<file path="config.mk">
export PLATFORM = sky130hd
export DESIGN_NAME = ll_src_pack64
export DESIGN_NICKNAME = d
export VERILOG_FILES = /design/src/rtl/ll_src_pack64.sv
export SDC_FILE = /design/constraint.sdc
export NUM_CORES = 1
export LEC_CHECK = 0
export ABC_CLOCK_PERIOD_IN_PS = 2250
export CAP_MARGIN = 25
export CELL_PAD_IN_SITES_DETAIL_PLACEMENT = 1
export CELL_PAD_IN_SITES_GLOBAL_PLACEMENT = 2
export CORE_MARGIN = 2
export CORE_UTILIZATION = 26
export CTS_BUF_LIST = sky130_fd_sc_hd__clkbuf_4 sky130_fd_sc_hd__clkbuf_8
export DETAILED_ROUTE_END_ITERATION = 16
export GPL_TIMING_DRIVEN = 0
export HOLD_SLACK_MARGIN = 0.03
export MAX_ROUTING_LAYER = met4
export PLACE_DENSITY_LB_ADDON = 0.1
export SLEW_MARGIN = 20
export SYNTH_ARGS = -nofsm -noshare
export SYNTH_HDL_FRONTEND = slang
export SYNTH_SLANG_ARGS = --single-unit
</file>
<file path="constraint.sdc">
create_clock -name clk -period 2.25 [get_ports clk]
set_input_delay 0.225 -clock clk [delete_from_list [all_inputs] [get_ports clk]]
set_output_delay 0.225 -clock clk [all_outputs]
set_load 0.05 [all_outputs]
</file>
<file path="src/rtl/ll_src_pack64.sv">
// Packs 32-bit local-link FIFO words into 64-bit beats for the core's source port.
// Define LL_PACK_STAT_EN to compile in the per-frame byte accounting.
module ll_src_pack64 (
  input  logic        clk,
  input  logic        rst_n,
  input  logic [35:0] in_data,
  input  logic        in_empty,
  output logic        in_rd,
  output logic [63:0] out_data,
  output logic        out_last,
  output logic [3:0]  out_bytes,
  output logic        out_empty,
  input  logic        out_getn,
  output logic        frame_done,
  output logic [31:0] frame_bytes,
  output logic        sop_err
);

  typedef enum logic {EVEN, ODD} state_e;

  typedef struct packed {
    logic [63:0] data;
    logic        last;
    logic [3:0]  bytes;
  } beat_t;

  state_e      state_q, state_d;
  logic [31:0] hi_q, hi_d;
  logic [1:0]  cnt_q;
  beat_t       head_q, tail_q, wbeat;
  logic        sop_err_q;
  logic        wr, err_set, pop, ob_full;

  logic        sop_n, eop_n;
  logic [1:0]  rem;
  logic [31:0] wd;

  assign sop_n   = in_data[35];
  assign eop_n   = in_data[34];
  assign rem     = in_data[33:32];
  assign wd      = in_data[31:0];
  assign ob_full = (cnt_q == 2'd2);
  assign pop     = !out_getn && (cnt_q != 2'd0);

  always_comb begin
    in_rd   = 1'b0;
    wr      = 1'b0;
    err_set = 1'b0;
    wbeat   = '0;
    state_d = state_q;
    hi_d    = hi_q;
    if (rst_n && !in_empty && !ob_full) begin
      if (state_q == EVEN) begin
        in_rd = 1'b1;
        if (!eop_n) begin
          wr          = 1'b1;
          wbeat.data  = {wd, 32'h0};
          wbeat.last  = 1'b1;
          wbeat.bytes = 4'd4 - {2'b00, rem};
        end else begin
          hi_d    = wd;
          state_d = ODD;
        end
      end else if (sop_n) begin
        in_rd       = 1'b1;
        wr          = 1'b1;
        wbeat.data  = {hi_q, wd};
        wbeat.last  = !eop_n;
        wbeat.bytes = eop_n ? 4'd8 : 4'd8 - {2'b00, rem};
        state_d     = EVEN;
      end else begin
        // New frame started mid-pair: flush the held half, keep the head for EVEN.
        wr          = 1'b1;
        err_set     = 1'b1;
        wbeat.data  = {hi_q, 32'h0};
        wbeat.last  = 1'b1;
        wbeat.bytes = 4'd4;
        state_d     = EVEN;
      end
    end
  end

  always_ff @(posedge clk) begin
    if (!rst_n) begin
      state_q   <= EVEN;
      hi_q      <= '0;
      cnt_q     <= '0;
      head_q    <= '0;
      tail_q    <= '0;
      sop_err_q <= 1'b0;
    end else begin
      state_q <= state_d;
      hi_q    <= hi_d;
      if (err_set) sop_err_q <= 1'b1;
      case (cnt_q)
        2'd0: if (wr) begin head_q <= wbeat; cnt_q <= 2'd1; end
        2'd1: begin
          if (pop && wr)  head_q <= wbeat;
          else if (pop)   cnt_q  <= 2'd0;
          else if (wr)    begin tail_q <= wbeat; cnt_q <= 2'd2; end
        end
        default: if (pop) begin head_q <= tail_q; cnt_q <= 2'd1; end
      endcase
    end
  end

  assign out_data  = head_q.data;
  assign out_last  = head_q.last;
  assign out_bytes = head_q.bytes;
  assign out_empty = (cnt_q == 2'd0);
  assign sop_err   = sop_err_q;

`ifdef LL_PACK_STAT_EN
  logic [31:0] acc_q, fb_q, sat;
  logic [32:0] sum;
  logic        fd_q;

  assign sum = {1'b0, acc_q} + {29'b0, wbeat.bytes};
  assign sat = sum[32] ? 32'hFFFF_FFFF : sum[31:0];

  always_ff @(posedge clk) begin
    if (!rst_n) begin
      acc_q <= '0;
      fb_q  <= '0;
      fd_q  <= 1'b0;
    end else begin
      fd_q <= wr && wbeat.last;
      if (wr) begin
        if (wbeat.last) begin
          fb_q  <= sat;
          acc_q <= '0;
        end else begin
          acc_q <= sat;
        end
      end
    end
  end

  assign frame_bytes = fb_q;
  assign frame_done  = fd_q;
`else
  assign frame_bytes = 32'h0;
  assign frame_done  = 1'b0;
`endif

endmodule

</file>
=== Yosys cells after proc, flatten, opt, wreduce, memory -nomap -nowiden ===
Index checks and enable logic that the tools add are counted.

* Output and inout port bits: 105
* Word-level logic and storage cells: 62
* Bits in registers: 174

* Bitwise logic cells: 3
* Reductions and logical operators: 15
* Add/sub/neg operators: 2
* Equality and inequality tests: 6
* Muxes and demuxes: 26

{| class="wikitable"
|+ Operators with widths
! kind !! count
|-
| $mux W69 || 6
|-
| $pmux W69 S2 || 1
|-
| $mux W37 || 1
|-
| $mux W1 || 11
|-
| $mux W2 || 5
|-
| $reduce_and A4 Y1 || 2
|-
| $reduce_and A3 Y1 || 2
|-
| $logic_and A1 B1 Y1 || 4
|-
| $logic_not A1 Y1 || 4
|-
| $mux W4 || 1
|-
| $ne A2 B2 Y1 const B || 2
|-
| $pmux W2 S2 || 1
|-
| $sub A3 B2 Y4 const A || 1
|-
| $sub A4 B2 Y4 const A || 1
|-
| $ne A3 B3 Y1 const B || 1
|-
| $not A1 Y1 || 3
|-
| $reduce_bool A3 Y1 || 1
|-
| $eq A2 B1 Y1 const B || 1
|-
| $eq A2 B2 Y1 const B || 1
|-
| $logic_not A2 Y1 || 1
|-
| $ne A2 B1 Y1 const B || 1
|-
| $reduce_bool A2 Y1 || 1
|}

=== Logic depth before layout (Yosys ltp) ===
* Word-level depth: 8
* Gate-level depth with buffers: 8
* Gate-level depth less buffers: 5

=== Worst setup path before layout ===
OpenSTA, ideal clock, no wires.

* Path kind: register -> output
* Start: reg cnt_q[1]
* End: out in_rd
* Cell stages (with the launch flop): 4
* Arrival time: 1.759 ns
* Slack: 0.266 ns
* Path buffers: 1
* Data required time: 2.025 ns
* Cell sequence: dfxtp_1 -> buf_2 -> nor2b_1 -> nor3_1

* Word-level cells in the longest chain between the ends: 4

{| class="wikitable"
|+ RTL lines
! item !! RTL line !! text
|-
| from (decl) || 29 || <nowiki>logic [1:0] cnt_q;</nowiki>
|-
| from (signal assigned) || 87 || <nowiki>cnt_q <= '0;</nowiki>
|-
| from (signal assigned) || 96 || <nowiki>2'd0: if (wr) begin head_q <= wbeat; cnt_q <= 2'd1; end</nowiki>
|-
| from (signal assigned) || 99 || <nowiki>else if (pop) cnt_q <= 2'd0;</nowiki>
|-
| $eq A2 B2 Y1 || 42 || <nowiki>assign ob_full = (cnt_q == 2'd2);</nowiki>
|-
| $logic_not A1 Y1 || 52 || <nowiki>if (rst_n && !in_empty && !ob_full) begin</nowiki>
|-
| $logic_and A1 B1 Y1 || 52 ||
|-
| $mux W1 || 52 ||
|-
| to (decl) || 8 || <nowiki>output logic in_rd,</nowiki>
|}

No other way between the ends.

=== Worst setup path in the final report ===
* Start: in rst_n
* End: out in_rd

* Word-level cells in the longest chain between the ends: 3

{| class="wikitable"
|+ RTL lines
! item !! RTL line !! text
|-
| from (decl) || 5 || <nowiki>input logic rst_n,</nowiki>
|-
| $logic_and A1 B1 Y1 (2 in a row) || 52 ||
|-
| $mux W1 || 52 ||
|}

No other way between the ends.

==> flow_metrics.tcl <==
set metrics [dict create \
    nets 1043 \
    pin_count 145 \
    synth_common_cells "dfxtp_1, a21oi_1, nand2_1" \
    fin_util 0.3427 \
    max_stage_delay_ns 0.55 \
    place_ws_ns -0.3414 \
    ys_warn_count 0 \
    synth_area_um2 7307 \
    via_per_inst 4.744 \
    crit_family "buffers and inverters" \
    hpwl_um 19260 \
    slowest_stage "clkdlybuf4s50_1" \
    hold_buffers 0 \
    rsz0062_at_grt "no" \
    port_buffers 111 \
    post_dp_cell_area_um2 9011 \
    fin_ws_ns 0.1033 \
    grt_overflow 0 \
    power_mw 7.078 \
    drt_first_pass_iters 4 \
    yosysMostFrequentCell "dfxtp_1" \
    status "complete, no violations" \
    first_global_vias 6708 \
    cts_buffers 17 \
    synthTopCellsByArea "dfxtp_1, a21oi_1, a211oi_1" \
    clockRootBuffer "clkbuf_8" \
    avgSynthCellArea_um2 8.699 \
    ys_ff_latch 174 \
    peakVddDrop_v 0.0002968 \
    path_buf_inv 3 \
    cts.sinks 174 \
    vias 6609 \
    cts_resized 7 \
    synth_seq_area_share 0.4767 \
    drtIter0Drc 364 \
    clock_latency_ns 0.48 \
    grt_antenna_before_repair 0 \
    p_sw_mw 2.123 \
    crit_arrival_ns 1.92 \
    max_slew_margin 0.4637 \
    synth_top_area_frac 0.4767 \
    min_period_ns 2.147 \
    p_int_mw 4.955 \
    cp_cell_sequence "clkdlybuf4s50_1, buf_4, nand2b_1, nor3_1, clkdlybuf4s15_2" \
    coreArea_um2 27710 \
    worstSetupEndpointType "output port" \
    htreeDepth 4 \
    clock_skew_ns 0.02141 \
    drc 0 \
    dp.cells 1361 \
    die_h_um 171.6 \
    cts_tree "done" \
    final_max_slew_viol_count 0 \
    clk_pin_slew_worst_paths_ns 0.10 \
    critPathMaxFanout 10 \
    finalSetupViolCount 0 \
    num_antenna_cells 0 \
    routabilityCongestion 0.7587 \
    syn_to_final_growth_pct 29.93 \
    routedWlPerCell_um 19.17 \
    swShare 0.3000 \
    yosys.area.top_type "dfxtp_1" \
    leakagePower_nw 3.238 \
    startpoint_type "input pin" \
    p_clk_frac 0.383 \
    cts_setup_buffers 0 \
    combPwrFrac 0.161 \
    grt_pass1_wl_um 40810 \
    ys_async_sr_fraction 0 \
    cap_viol_max_count 0 \
    grt_start_max_net_pins 17 \
    wirelength_um 26710 \
    netlist_instances 840 \
    tightest_slew_ns 0.8044 \
    fin_area_um2 9494 \
    hold_path_class "in2reg" \
    timing.fmax_mhz 465.8 \
    p_per_area_nw_per_um2 745.5 \
    worstPathRequired_ns 2.03 \
    num-fill-cells 3216 \
    die_area_um2 29460 \
    critPathKind "in2out" \
    initial_core_util 0.2637 \
    synth-main-ff-cell "dfxtp_1" \
    die_x_um 171.6 \
    final_antenna_net_count 0 \
    track_usage 0.1900 \
    hold_violations 0 \
    min_period_over_period 0.9541 \
    pwr-share-seq 0.457 \
    synth_edf_count 0 \
    drive_gt1_frac 0.1143 \
    instances_no_fill 1393 \
    rows 61 \
    ys_types 37 \
    clk_path_buf_depth 2 \
]
-- placed cells by master, fill, tap and decap left out, types with 2 or more instances in the layout --
master | Yosys | layout
nor2b_1 | 4 | 3
clkdlybuf4s50_1 | 0 | 109
nor2_1 | 37 | 37
a32oi_1 | 2 | 2
dfxtp_1 | 174 | 174
bufinv_16 | 0 | 5
clkbuf_2 | 0 | 2
o21a_1 | 33 | 33
o21ai_0 | 37 | 37
a21oi_1 | 139 | 139
nand4_1 | 2 | 2
inv_1 | 2 | 2
inv_6 | 0 | 5
clkbuf_1 | 35 | 34
and2_1 | 3 | 3
and3_1 | 2 | 2
buf_2 | 34 | 34
nand2_1 | 101 | 101
mux2i_1 | 33 | 33
buf_6 | 2 | 2
o31ai_1 | 2 | 2
a211oi_1 | 69 | 69
nand3_1 | 36 | 36
a22oi_1 | 33 | 33
buf_4 | 40 | 40
conb_1 | 1 | 33
clkbuf_8 | 0 | 19
nand2b_1 | 5 | 5
-- tightest hold or removal path: stages --
cell             delay (ns)
clkdlybuf4s50_1        0.48
nand2_1                0.09
a21oi_1                0.05
-- power groups by stage --
stage	Combinational [mW]	Clock, mW	Sequential [mW]
final	1.14	2.71	3.23
after global routing	1.22	2.91	3.25
after floorplan	0.490	0	3.54
after global placement	1.14	0	3.30
after detailed placement	1.14	0	3.30
after CTS	1.15	2.80	3.23
-- metrics by stage --
| step | hold slack [ns] | TNS (ns) |
|---|---|---|
| 3_3_place_gp | 0.4401 | -30.20 |
| 6_report | 0.4111 | 0 |
| 4_1_cts | 0.3659 | -0.02200 |
| 5_1_grt | 0.4119 | 0 |
| 3_5_place_dp | 0.4462 | -28.04 |
| 2_1_floorplan | 0.3610 | 0 |
-- sequential cells by signal, summed over array words and instances (netlist names) --
name and flops:
tail_q 69, out_data 64, hi_q 32, out_bytes 4, cnt_q 2, out_last 1, sop_err 1, state_q 1
-- path summary, 6_finish.rpt --
path	start	to	slack, ns	cells after the start
worst max-delay path	rst_n	in_rd	0.10	5
worst max register to register	cnt_q[1]	hi_q[30]	0.23	6
worst min-delay path	in_data[6]	hi_q[6]	0.41	3
worst min register to register	hi_q[1]	hi_q[1]	0.46	2
-- cell type report --
| cell class | count | area [um2] | share of cell area |
|---|---|---|---|
| flip-flops and latches | 174 | 3483 | 0.3669 |
| inverters | 3 | 11.26 | 0.001186 |
| clock inverters | 13 | 221.5 | 0.02333 |
| clock buffers | 19 | 261.5 | 0.02754 |
| plain buffers | 111 | 625.6 | 0.06589 |
| multi-input cells | 584 | 3311 | 0.3487 |
| well taps | 378 | 473.0 | 0.04982 |
| repair buffers | 111 | 1107 | 0.1166 |
-- cells by family after synthesis --
kind of cell / synth area share
compound gates: 0.2692
fa+ha+maj: 0.001712
buf+inv: 0.08699
flops: 0.4767
mux: 0.04521
other cells: 0.0005132
simple gates: 0.1197
-- layer usage --
metal	vias up	global-route usage	routed length, um
met5	-	-	0
met4	0	0.05269	359
met3	19	0.02623	1005
met2	127	0.3043	12320
met1	3210	0.2508	13020
li1	3253	-	-
No activity file was read; power rests on OpenSTA's default activity.
